**config.mk**
```make
export PLATFORM = sky130hd
export DESIGN_NAME = q_bcd_reader
export DESIGN_NICKNAME = d
export VERILOG_FILES = /design/src/rtl/q_bcd_pkg.sv /design/src/rtl/bcd_nibble_adj.sv /design/src/rtl/q_bcd_reader.sv
export SDC_FILE = /design/constraint.sdc
export NUM_CORES = 1
export LEC_CHECK = 0
export CAP_MARGIN = 25
export CORE_ASPECT_RATIO = 0.7
export CORE_MARGIN = 4
export CORE_UTILIZATION = 59
export CTS_CLUSTER_SIZE = 28
export DETAILED_ROUTE_END_ITERATION = 12
export GPL_ROUTABILITY_DRIVEN = 0
export MAX_ROUTING_LAYER = met4
export PLACE_DENSITY = 0.94
export SYNTH_ARGS = -nofsm -noshare
export SYNTH_HDL_FRONTEND = slang
export SYNTH_HIERARCHICAL = 1
export SYNTH_SLANG_ARGS = --single-unit
```
**constraint.sdc**
```tcl
create_clock -name clk -period 4.5 [get_ports clk]
set_clock_uncertainty 0.15 [all_clocks]
set_input_delay 0.9 -clock clk [delete_from_list [all_inputs] [get_ports clk]]
set_output_delay 0.9 -clock clk [all_outputs]
set_load 0.02 [all_outputs]
```
**src/rtl/q_bcd_pkg.sv**
```systemverilog
// Shared types and defaults for the Q result-word BCD reader.
// Latency: n/a (declarations only).
// Backpressure: n/a (declarations only).
package q_bcd_pkg;

  localparam int Q_W_DEF   = 10;
  localparam int N_DIG_DEF = 4;
  localparam int CNT_W     = $clog2(Q_W_DEF);

  typedef enum logic [1:0] {
    IDLE  = 2'd0,
    SHIFT = 2'd1,
    DONE  = 2'd2
  } state_t;

  // Bit-counter width for an arbitrary word width, never narrower than 1.
  function automatic int cnt_width(input int w);
    return (w > 1) ? $clog2(w) : 1;
  endfunction

endpackage

```
**src/rtl/bcd_nibble_adj.sv**
```systemverilog
// Double-dabble digit correction: a nibble of 5 or more gets 3 added before the shift.
// Latency: combinational.
// Backpressure: none; pure function of the input nibble.
module bcd_nibble_adj (
  input  logic [3:0] din,
  output logic [3:0] dout
);

  // Inputs never exceed 9, so the 4-bit sum tops out at 12 and cannot carry.
  assign dout = (din >= 4'd5) ? din + 4'd3 : din;

endmodule

```
**src/rtl/q_bcd_reader.sv**
```systemverilog
// Sequential binary-to-BCD reader for the datapath Q word (one bit per clock, shift-and-add-3).
// Latency: start accepted at E0, bcd/done update at E0+Q_W+1; busy high for Q_W+1 cycles.
// Backpressure: start is only taken while idle; requests during busy are dropped, not queued.
// Optional build macro Q_BCD_ZERO_BLANK_EN adds the registered leading-zero 'blank' output.
module q_bcd_reader
  import q_bcd_pkg::*;
#(
  parameter int Q_W   = Q_W_DEF,
  parameter int N_DIG = N_DIG_DEF
) (
  input  logic               clk,
  input  logic               rst_n,
  input  logic               start,
  input  logic [Q_W-1:0]     q,
  output logic               busy,
  output logic               done,
  output logic [4*N_DIG-1:0] bcd
`ifdef Q_BCD_ZERO_BLANK_EN
  ,
  output logic [N_DIG-1:0]   blank
`endif
);

  localparam int CW = cnt_width(Q_W);
  localparam int SW = 4 * N_DIG;   // BCD scratch width
  localparam int RW = SW + Q_W;    // full {scratch, bin} shift register

  localparam logic [1:0]    S_IDLE   = IDLE;
  localparam logic [1:0]    S_SHIFT  = SHIFT;
  localparam logic [1:0]    S_DONE   = DONE;
  localparam logic [CW-1:0] CNT_LAST = CW'(Q_W - 1);

  logic [1:0]    state;
  logic [CW-1:0] cnt;
  logic [RW-1:0] sr;
  logic [SW-1:0] adj;
  logic [RW-1:0] sr_shift;

  // One corrector per digit of the scratch area.
  for (genvar g = 0; g < N_DIG; g++) begin : g_adj
    bcd_nibble_adj u_adj (
      .din  (sr[Q_W + 4*g +: 4]),
      .dout (adj[4*g +: 4])
    );
  end

  // Correct first, then shift the whole register one place towards the scratch.
  assign sr_shift = {adj, sr[Q_W-1:0]} << 1;

  assign busy = (state != S_IDLE);

  // Conversion FSM, shift register, bit counter and result register.
  always_ff @(posedge clk or negedge rst_n) begin
    if (!rst_n) begin
      state <= S_IDLE;
      cnt   <= '0;
      sr    <= '0;
      bcd   <= '0;
      done  <= 1'b0;
    end else begin
      done <= 1'b0;
      case (state)
        S_IDLE: begin
          if (start) begin
            sr    <= {{SW{1'b0}}, q};
            cnt   <= '0;
            state <= S_SHIFT;
          end
        end
        S_SHIFT: begin
          sr  <= sr_shift;
          cnt <= cnt + CW'(1);
          if (cnt == CNT_LAST) begin
            state <= S_DONE;
          end
        end
        S_DONE: begin
          bcd   <= sr[RW-1:Q_W];
          done  <= 1'b1;
          state <= S_IDLE;
        end
        default: begin
          state <= S_IDLE;
        end
      endcase
    end
  end

`ifdef Q_BCD_ZERO_BLANK_EN
  logic [N_DIG-1:0] blank_nxt;
  logic             hi_zero;

  // A digit blanks only when it and everything above it is zero; ones never blanks.
  always_comb begin
    blank_nxt = '0;
    hi_zero   = 1'b1;
    for (int i = N_DIG - 1; i >= 1; i--) begin
      hi_zero      = hi_zero & (sr[Q_W + 4*i +: 4] == 4'd0);
      blank_nxt[i] = hi_zero;
    end
  end

  // Blank flags are captured on the same edge as the digits they describe.
  always_ff @(posedge clk or negedge rst_n) begin
    if (!rst_n) begin
      blank <= {{(N_DIG-1){1'b1}}, 1'b0};
    end else if (state == S_DONE) begin
      blank <= blank_nxt;
    end
  end
`endif

endmodule
```
==> results of run 1 <==
-- cell type report --
cell class / count / area, um2
clock inverter: 2 / 13.8
timing repair buffer: 33 / 342
multi-input combinational: 136 / 1020
sequential: 49 / 1230
inverter: 11 / 41.3
tap: 50 / 62.6
fill: 223 / 901
clock buffer: 6 / 82.6
-- worst min path at each step --
stage | start | to | slack, ns
5_1_grt | rst_n | sr[6] | 0.26
6_report | rst_n | sr[6] | 0.27
3_5_place_dp | sr[2] | sr[2] | 0.33
3_3_place_gp | sr[1] | sr[1] | 0.32
4_1_cts | sr[2] | sr[2] | 0.35
2_1_floorplan | sr[9] | sr[9] | 0.30
-- power by group --
part           internal, mW  switching, mW  total (mW)
logic                 0.448          0.401       0.849
clock network         0.125          0.143       0.268
registers             0.610          0.186       0.796
-- per-stage QoR --
stage / worst slack (ns) / hold WS (ns) / power, mW
3_3_place_gp: 1.69 / 0.317 / 1.56
5_1_grt: 1.48 / 0.257 / 2.06
4_1_cts: 1.62 / 0.348 / 1.92
3_5_place_dp: 1.94 / 0.327 / 1.63
2_1_floorplan: 2.63 / 0.300 / 1.37
6_report: 1.58 / 0.267 / 1.91
-- worst max-delay path, cell delays in order, from the launching register on --
cell and delay [ns]:
dfrtp_1 0.72, or2_2 0.24, clkdlybuf4s50_1 0.60
-- registers in the layout, summed over array words and instances (netlist names) --
| register | flops |
|---|---|
| sr | 26 |
| done | 1 |
| state | 2 |
| cnt | 4 |
| bcd | 16 |
-- layer usage --
| metal | part of all wire, % | vias to the layer above | routed length (um) | GRT usage, % |
|---|---|---|---|---|
| met1 | 44 | 831 | 2020 | 26.7 |
| met3 | 3.9 | 6 | 179 | 3.66 |
| li1 | - | 777 | - | - |
| met5 | 0 | - | 0 | - |
| met4 | 1.2 | 0 | 55 | 6.19 |
| met2 | 51 | 43 | 2300 | 32.2 |
-- placed cells by master, fill, tap and decap left out, types with 4 or more instances in the layout --
cell type and count:
dfrtp_1 49, mux2i_1 5, a21oi_2 4, ha_1 10
a22oi_1 9, o21ai_0 14, clkbuf_8 6, nor2_1 5
clkdlybuf4s50_1 29, a22o_1 17, mux2_4 9, inv_1 11
nand2b_1 9, mux2_2 7, xnor2_1 4, nand2_1 29
==> key figures, run 1 <==
Setup path
  – Worst Reg-to-Reg Cells: 3
  – Req. time, crit path: 3.45 ns
  – CP startpoint kind: register
  – Worst endpoint data arrival time: 1.87 ns
  – Worst setup path end: busy
  – Reg-to-reg startpoint: state[0]
  – FF-to-FF End: sr[17]
  – CP Capture Type: primary output
  – Critical Path Source: state[0]
  – Reg2Reg Setup Slack: 2.52 ns
  – Setup Crit Path Kind: reg -> out
  – Crit Path Max Fanout: 18

Pwr
  – Pwr dens: 685 mW/mm2
  – Max VDD drop: 0.305 mV
  – Pleak: 1.33 nW

Final layout
  – Post-route cell area: 0.00279 mm2
  – Fin cells: 287
  – Share of layout cells above drive strength 1: 14.8%
  – Synth-to-Final Area Change: 18.3%
  – Final nets: 259
  – # diodes: 0
  – Fin util: 75.6%

Drt
  – Vias: 1,657
  – Routed Antenna Nets: 0
  – DR WL/cell: 15.9 um
  – Initial DRC Count: 122
  – DR DRC count: 0
  – First-pass DRT Iterations: 4
  – Drt total wl: 4560 um
  – Via-to-Cell Ratio: 5.77

Flow run
  – MaxCap Viol Count: 0

Place
  – HPWL Detailed: 2990 um
  – Port Buf Inserts: 30
  – Placed Cells: 278
  – Post-DP Area: 0.00268 mm2

Clocking
  – Clock insertion delay at the later pin of the skew report: 0.30 ns
  – Root buffer cell: clkbuf_8
  – CTS tree: done
  – # hold bufs at CTS: 0
  – H-tree depth: 2
  – Clk pin slew, worst setup/hold paths: 0.09 ns
  – Setup bufs post-CTS: 0
  – Clock Sink Count: 49
  – Num CTS Buffers: 5
  – PostCTS Resize Cnt: 0
  – Worst-case clock buffer depth: 2

Floorplanning
  – Core ar.: 0.00369 mm2
  – Die span in x: 83.6 um
  – Rows: 18
  – I/O pin count: 31
  – Initial Utilization: 63.9%
  – Die H: 60.9 um
  – Die area: 0.00509 mm2

Min path
  – Hold Crit Class: in -> async

Timing
  – Setup Total Neg Slack: 0 ns
  – Final period utilization: 64.8%
  – Max Fclk: 343 MHz
  – Fin crit period: 2.92 ns
  – RSZ-0062 raised after global routing: false
  – Relative slew slack: 53.1%
  – Final Hold Viols: 0
  – Final Max Slew Viols: 0
  – Final setup violation count: 0
  – Slew of the pin with the lowest slew margin: 0.702 ns

Synthesis
  – Synth Cell Area: 0.00236 mm2
  – Synth Instances: 207
  – Yosys warnings: 6
  – Syn Area/Cell: 11.4 um2
  – Post-synth net total: 230

Global route
  – GRT overflow: 0
  – Pin count of the biggest net entering global routing: 50
  – GRT Overall Usage: 20.1%
  – Initial antenna violation count: 0
  – First-pass GRT wire length: 7680 um
  – Vias in the first global route: 1,571

Status
  – Run status: complete, no violations
Power figures use the tool's default switching activity.
==> run 2, diff against run 1 <==
--- a/config.mk
+++ b/config.mk
@@ -8,12 +8,12 @@
 export CAP_MARGIN = 25
 export CORE_ASPECT_RATIO = 0.7
 export CORE_MARGIN = 4
-export CORE_UTILIZATION = 59
+export CORE_UTILIZATION = 49
 export CTS_CLUSTER_SIZE = 28
 export DETAILED_ROUTE_END_ITERATION = 12
 export GPL_ROUTABILITY_DRIVEN = 0
 export MAX_ROUTING_LAYER = met4
-export PLACE_DENSITY = 0.94
+export PLACE_DENSITY = 0.85
 export SYNTH_ARGS = -nofsm -noshare
 export SYNTH_HDL_FRONTEND = slang
 export SYNTH_HIERARCHICAL = 1
==> constraint.sdc (replaced) <==
create_clock -name clk -period 2.49 [get_ports clk]
set_clock_uncertainty 0.15 [all_clocks]
set_input_delay 0.498 -clock clk [delete_from_list [all_inputs] [get_ports clk]]
set_output_delay 0.498 -clock clk [all_outputs]
set_load 0.02 [all_outputs]
==> run 2 against run 1 <==
Sequential share of layout area down 0.73 points. Clock-buffer cell count up 1. Flip-flop and latch count unchanged. Via count down 2.9%. Register-to-register slack worse by 1.7 ns. Critical endpoint unchanged. Global-route usage down 3.8 points. First-iteration DRC count down 46%. Setup slack worse by 1.3 ns. Largest cell class unchanged.
==> key figures, run 2 (synthesis gave the netlist of run 1 again) <==
Status
  – Run status: complete, no violations

Final layout
  – # diodes: 0 (unchanged)
  – Final nets: 265 (+2.3%)
  – Filler cell count: 346 (+55%)
  – Synth-to-Final Area Change: 20.4%
  – Share of layout cells above drive strength 1: 16.5% (+1.7 points)
  – Commonest cells after routing, fill and taps aside: dfrtp_1, nand2_1, clkdlybuf4s50_1
  – Fin util: 63.1% (-13 points)
  – Largest Register: sr
  – Commonest non-fill, non-tap cell in the layout: dfrtp_1
  – Registers with the most flip-flops: sr: 26 flops, bcd: 16 flops, cnt: 4 flops
  – Largest register FFs: 26 (unchanged)

Pwr
  – Seq pwr share: 38.9% (-2.7 points)
  – Clock power frac: 16.8% (+2.8 points)
  – Gate power share: 44.3% (about the same)
  – Max VDD drop: 0.568 mV (+86%)
  – Switch share: 36.7% (-1.5 points)
  – NetSw: 1.31 mW (+79%)
  – Pwr dens: 1260 mW/mm2 (+83%)
  – Pleak: 1.36 nW (+2.2%)
  – Internal Power: 2.26 mW (+91%)
  – Pwr Total: 3.56 mW (+86%)

Floorplanning
  – Initial Utilization: 52.4% (-12 points)
  – Die area: 0.00601 mm2 (+18%)
  – Core ar.: 0.00450 mm2 (+22%)
  – Die span in x: 90.9 um (+8.8%)
  – Die H: 66.1 um (+8.5%)
  – I/O pin count: 31 (unchanged)
  – Rows: 20 (+2)

Timing
  – Final Max Slew Viols: 0 (unchanged)
  – Final setup violation count: 0 (unchanged)
  – Relative slew slack: 45.0% (-8.0 points)
  – Final period utilization: 87.8%
  – Fin crit period: 2.19 ns
  – Final Hold Viols: 0 (unchanged)
  – RSZ-0062 raised after global routing: false
  – Slew of the pin with the lowest slew margin: 0.825 ns (+0.122 ns)
  – Max Fclk: 458 MHz
  – Setup Total Neg Slack: 0 ns (unchanged)

Clocking
  – Num CTS Buffers: 5 (unchanged)
  – Clock insertion delay at the later pin of the skew report: 0.31 ns (about the same)
  – Worst-case clock buffer depth: 2 (unchanged)
  – Clk pin slew, worst setup/hold paths: 0.09 ns (about the same)
  – H-tree depth: 2 (unchanged)
  – Setup bufs post-CTS: 0 (unchanged)
  – CTS tree: done
  – Clock Sink Count: 49 (unchanged)
  – Root buffer cell: clkbuf_8
  – # hold bufs at CTS: 0 (unchanged)
  – PostCTS Resize Cnt: 0 (unchanged)

Drt
  – Drt total wl: 4400 um (-3.5%)
  – Vias: 1,609 (-2.9%)
  – DR DRC count: 0 (unchanged)
  – First-pass DRT Iterations: 4 (unchanged)
  – Via-to-Cell Ratio: 5.40 (-6.5%)
  – DR WL/cell: 14.8 um (-7.1%)
  – Routed Antenna Nets: 0 (unchanged)
  – Initial DRC Count: 66 (-46%)

Setup path
  – Crit-path cells: or2_2 > clkdlybuf4s50_1
  – CP max stage delay: 0.54 ns (-0.18 ns)
  – Reg2Reg Setup Slack: 0.79 ns (-1.73 ns)
  – Crit Path Max Fanout: 2 (-16)
  – Worst endpoint data arrival time: 1.54 ns (-0.33 ns)
  – CP Capture Type: primary output
  – CP startpoint kind: register
  – Setup Crit Path Kind: reg -> out
  – Req. time, crit path: 1.84 ns (-1.61 ns)
  – Crit-path slowest cell: clkdlybuf4s50_1

Place
  – HPWL Detailed: 3040 um (+1.5%)
  – Port Buf Inserts: 30 (unchanged)

Global route
  – GRT overflow: 0 (unchanged)
  – GRT Overall Usage: 16.3% (-3.8 points)
  – Vias in the first global route: 1,585 (+0.89%)
  – Pin count of the biggest net entering global routing: 40 (-20%)
  – First-pass GRT wire length: 7460 um (-2.9%)
  – Initial antenna violation count: 0 (unchanged)

Min path
  – Hold Crit Class: in -> async

Flow run
  – MaxCap Viol Count: 0 (unchanged)
run 2: power groups by stage:
stage / Sequential, mW / Combinational (mW) / Clock (mW)
floorplan: 1.44 / 1.04 / 0
global placement: 1.38 / 1.52 / 0
detailed placement: 1.39 / 1.59 / 0
CTS: 1.39 / 1.60 / 0.609
global route: 1.44 / 1.74 / 0.639
finish: 1.39 / 1.58 / 0.598
run 2: final timing paths:
kind / from / endpoint / depth (start not counted)
setup / recovery: state[0] / busy / 2
hold / removal: rst_n / sr[6] / 1
setup reg to reg: state[0] / sr[23] / 4
hold reg to reg: cnt[3] / cnt[3] / 1
max in group asynchronous: rst_n / bcd[12] / 2
min in group clk: cnt[3] / cnt[3] / 1
run 2: area by class of cell:
class / instances / area, um2 / share of cell area (%)
Timing Repair Buffer: 39 / 363 / 12.8
Multi-Input combinational cell: 136 / 1020 / 36.1
Sequential cell: 49 / 1230 / 43.2
Clock inverter: 1 / 30.0 / 1.06
Inverter: 11 / 41.3 / 1.45
Tap cell: 55 / 68.8 / 2.42
Clock buffer: 7 / 86.3 / 3.04
run 2: worst max-delay path: cells and delay by family, from the launching register on:
family        cells  cell delay, ns
buf+inv           1            0.54
simple gates      1            0.30
flops             1            0.38
run 2: routing by layer:
metal	vias to the layer above	global-route usage, %	part of all wire (%)	routed length, um
li1	787	-	-	-
met1	785	22.1	49	2150
met3	5	3.07	4.2	184
met5	-	-	0	0
met2	32	24.3	46	2020
met4	0	6.77	1.0	45
run 2: per-stage QoR:
step	hold WS [ns]	area, um2	setup WS, ns	cells
global route	0.204	2840	0.261	298
finish	0.120	2840	0.305	298
CTS	0.154	2840	0.295	298
floorplan	0.0524	2360	0.997	207
detailed placement	0.325	2720	0.644	290
global placement	0.321	2720	0.656	290
==> run 3, diff against run 2 <==
--- a/config.mk
+++ b/config.mk
@@ -9,9 +9,9 @@
 export CORE_ASPECT_RATIO = 0.7
 export CORE_MARGIN = 4
 export CORE_UTILIZATION = 49
+export CTS_CLUSTER_DIAMETER = 40
 export CTS_CLUSTER_SIZE = 28
 export DETAILED_ROUTE_END_ITERATION = 12
-export GPL_ROUTABILITY_DRIVEN = 0
 export MAX_ROUTING_LAYER = met4
 export PLACE_DENSITY = 0.85
 export SYNTH_ARGS = -nofsm -noshare
==> constraint.sdc (replaced) <==
create_clock -name clk -period 2.49 [get_ports clk]
set_clock_uncertainty 0.15 [all_clocks]
set_input_delay 0.6225 -clock clk [delete_from_list [all_inputs] [get_ports clk]]
set_output_delay 0.6225 -clock clk [all_outputs]
set_load 0.02 [all_outputs]
==> run 3 against run 2 <==
Flip-flop and latch count did not move. First-iteration DRC count rose by 20%. Total power rose by 0.32%. Clock power barely moved. Register-to-register slack improved by 0.06 ns. Via count rose by 2.7%. Setup slack got worse by 0.14 ns. Maximum frequency fell by 6.0%. Combinational power barely moved. Worst hold slack got worse by 0.051 ns.
==> key figures, run 3 (synthesis gave the netlist of run 1 again) <==
Drt
  – First-pass DRT Iterations: 5 (+1)
  – DR DRC count: 0 (unchanged)
  – Routed Antenna Nets: 0 (unchanged)
  – Initial DRC Count: 79 (+20%)
  – Vias: 1,653 (+2.7%)
  – Via-to-Cell Ratio: 5.55 (+2.7%)
  – Drt total wl: 4700 um (+6.7%)
  – DR WL/cell: 15.8 um (+6.7%)

Setup path
  – CP delay by family, top: buffers and inverters
  – WP buf/inv: 1 (unchanged)
  – CP Capture Type: primary output
  – Worst endpoint data arrival time: 1.55 ns (about the same)
  – CP startpoint kind: register
  – Crit-path cells: or2_2 > clkdlybuf4s50_1
  – FF-to-FF End: sr[16]
  – Req. time, crit path: 1.72 ns (-0.12 ns)
  – Worst Reg-to-Reg Cells: 5 (+1)
  – Setup Crit Path Kind: reg -> out
  – CP max stage delay: 0.56 ns (+0.02 ns)
  – Crit-path slowest cell: clkdlybuf4s50_1
  – Reg-to-reg startpoint: sr[14]
  – Crit Path Max Fanout: 2 (unchanged)
  – Reg2Reg Setup Slack: 0.85 ns (+0.06 ns)

Timing
  – Setup Total Neg Slack: 0 ns (unchanged)
  – Fin crit period: 2.32 ns (+0.139 ns)
  – Max Fclk: 430 MHz (-6.0%)
  – Final Max Slew Viols: 0 (unchanged)
  – Relative slew slack: 74.6% (+30 points)
  – RSZ-0062 raised after global routing: false
  – Final setup violation count: 0 (unchanged)
  – Slew of the pin with the lowest slew margin: 0.380 ns (-0.444 ns)
  – Final Hold Viols: 0 (unchanged)
  – Final period utilization: 93.3% (+5.6 points)

Pwr
  – Max VDD drop: 0.704 mV (+24%)
  – Switch share: 37.0% (+0.31 points)
  – Seq pwr share: 39.0% (about the same)
  – Gate power share: 44.4% (about the same)
  – NetSw: 1.32 mW (+1.2%)
  – Pwr Total: 3.58 mW (+0.32%)
  – Internal Power: 2.25 mW (-0.17%)
  – Clock power frac: 16.6% (-0.2 points)
  – Pleak: 1.36 nW (about the same)
  – Pwr dens: 1260 mW/mm2 (+0.19%)

Final layout
  – Post-route cell area: 0.00284 mm2 (+0.13%)
  – Largest register FFs: 26 (unchanged)
  – # diodes: 0 (unchanged)
  – Filler cell count: 355 (+2.6%)
  – Registers with the most flip-flops: sr: 26 flops, bcd: 16 flops, cnt: 4 flops
  – Share of layout cells above drive strength 1: 16.9% (+0.41 points)
  – Commonest cells after routing, fill and taps aside: dfrtp_1, nand2_1, clkdlybuf4s50_1
  – Final nets: 265 (unchanged)
  – Synth-to-Final Area Change: 20.5%
  – Commonest non-fill, non-tap cell in the layout: dfrtp_1
  – Largest Register: sr
  – Fin util: 63.1% (+0.083 points)

Clocking
  – Setup bufs post-CTS: 0 (unchanged)
  – CTS tree: done
  – Root buffer cell: clkbuf_8
  – Clock insertion delay at the later pin of the skew report: 0.31 ns (about the same)
  – PostCTS Resize Cnt: 0 (unchanged)
  – Worst-case clock buffer depth: 2 (unchanged)
  – H-tree depth: 2 (unchanged)
  – Clk pin slew, worst setup/hold paths: 0.09 ns (about the same)
  – Num CTS Buffers: 5 (unchanged)
  – Clock Sink Count: 49 (unchanged)
  – # hold bufs at CTS: 0 (unchanged)

Place
  – Post-DP Area: 0.00272 mm2 (unchanged)
  – GP Congestion: 0.861
  – Port Buf Inserts: 30 (unchanged)
  – HPWL Detailed: 3240 um (+6.7%)

Floorplanning
  – I/O pin count: 31 (unchanged)
  – Core ar.: 0.00450 mm2 (unchanged)
  – Initial Utilization: 52.4% (unchanged)
  – Rows: 20 (unchanged)
  – Die span in x: 90.9 um (unchanged)
  – Die area: 0.00601 mm2 (unchanged)
  – Die H: 66.1 um (unchanged)

Global route
  – Pin count of the biggest net entering global routing: 20 (-50%)
  – GRT Overall Usage: 17.3% (+1.0 points)
  – Initial antenna violation count: 0 (unchanged)
  – GRT overflow: 0 (unchanged)
  – First-pass GRT wire length: 7910 um (+6.1%)
  – Vias in the first global route: 1,677 (+5.8%)

Status
  – Run status: complete, no violations

Flow run
  – MaxCap Viol Count: 0 (unchanged)

Min path
  – Hold Crit Class: in -> async
run 3: changes by cell type in the layout (fill, tap and decap cells not counted), sizes merged:
cell / before / now
clkbuf: 7 / 6
clkinvlp: 0 / 1
run 3: how the worst max path moves through the flow:
stage,from,end,slack (ns),cells past startpoint
floorplan,state[0],busy,0.89,2
global placement,start,sr[2],0.51,5
detailed placement,start,sr[3],0.42,5
CTS,state[0],busy,0.14,2
global route,state[0],busy,0.11,2
finish,state[0],busy,0.17,2
run 3: worst register-to-register path, stage by stage, from the launching register on:
cell and delay, ns:
dfrtp_1 0.46, ha_1 0.23, nand2b_1 0.17, a21oi_2 0.22
mux2i_1 0.10, a22o_1 0.21
run 3: final cells by class:
type,count,area [um2],share of cell area (%)
multi-input combinational,136,1020,36.0
clock buffer,6,82.6,2.90
inverter,11,41.3,1.45
timing repair buffer,39,363,12.8
tap,55,68.8,2.42
sequential,49,1230,43.1
clock inverter,2,37.5,1.32
run 3: stage by stage:
stage / hold slack, ns / cells / setup WS, ns
floorplan: 0.177 / 207 / 0.893
global placement: 0.316 / 290 / 0.508
detailed placement: 0.323 / 290 / 0.423
CTS: 0.0621 / 298 / 0.140
global route: 0.0835 / 298 / 0.112
finish: 0.0690 / 298 / 0.166
run 3: routing by layer:
layer  share of wire (%)  GRT usage (%)  vias up
met5                   0              -        -
met4                 1.8           7.89        0
met3                 2.2           3.07        7
met2                  48           26.9       27
met1                  48           22.4      836
li1                    -              -      783
run 3: power groups by stage:
stage / Combinational [mW] / Sequential (mW) / Clock (mW)
2_1_floorplan: 1.04 / 1.44 / 0
3_3_place_gp: 1.52 / 1.39 / 0
3_5_place_dp: 1.59 / 1.40 / 0
4_1_cts: 1.60 / 1.39 / 0.615
5_1_grt: 1.74 / 1.45 / 0.642
6_report: 1.59 / 1.39 / 0.595
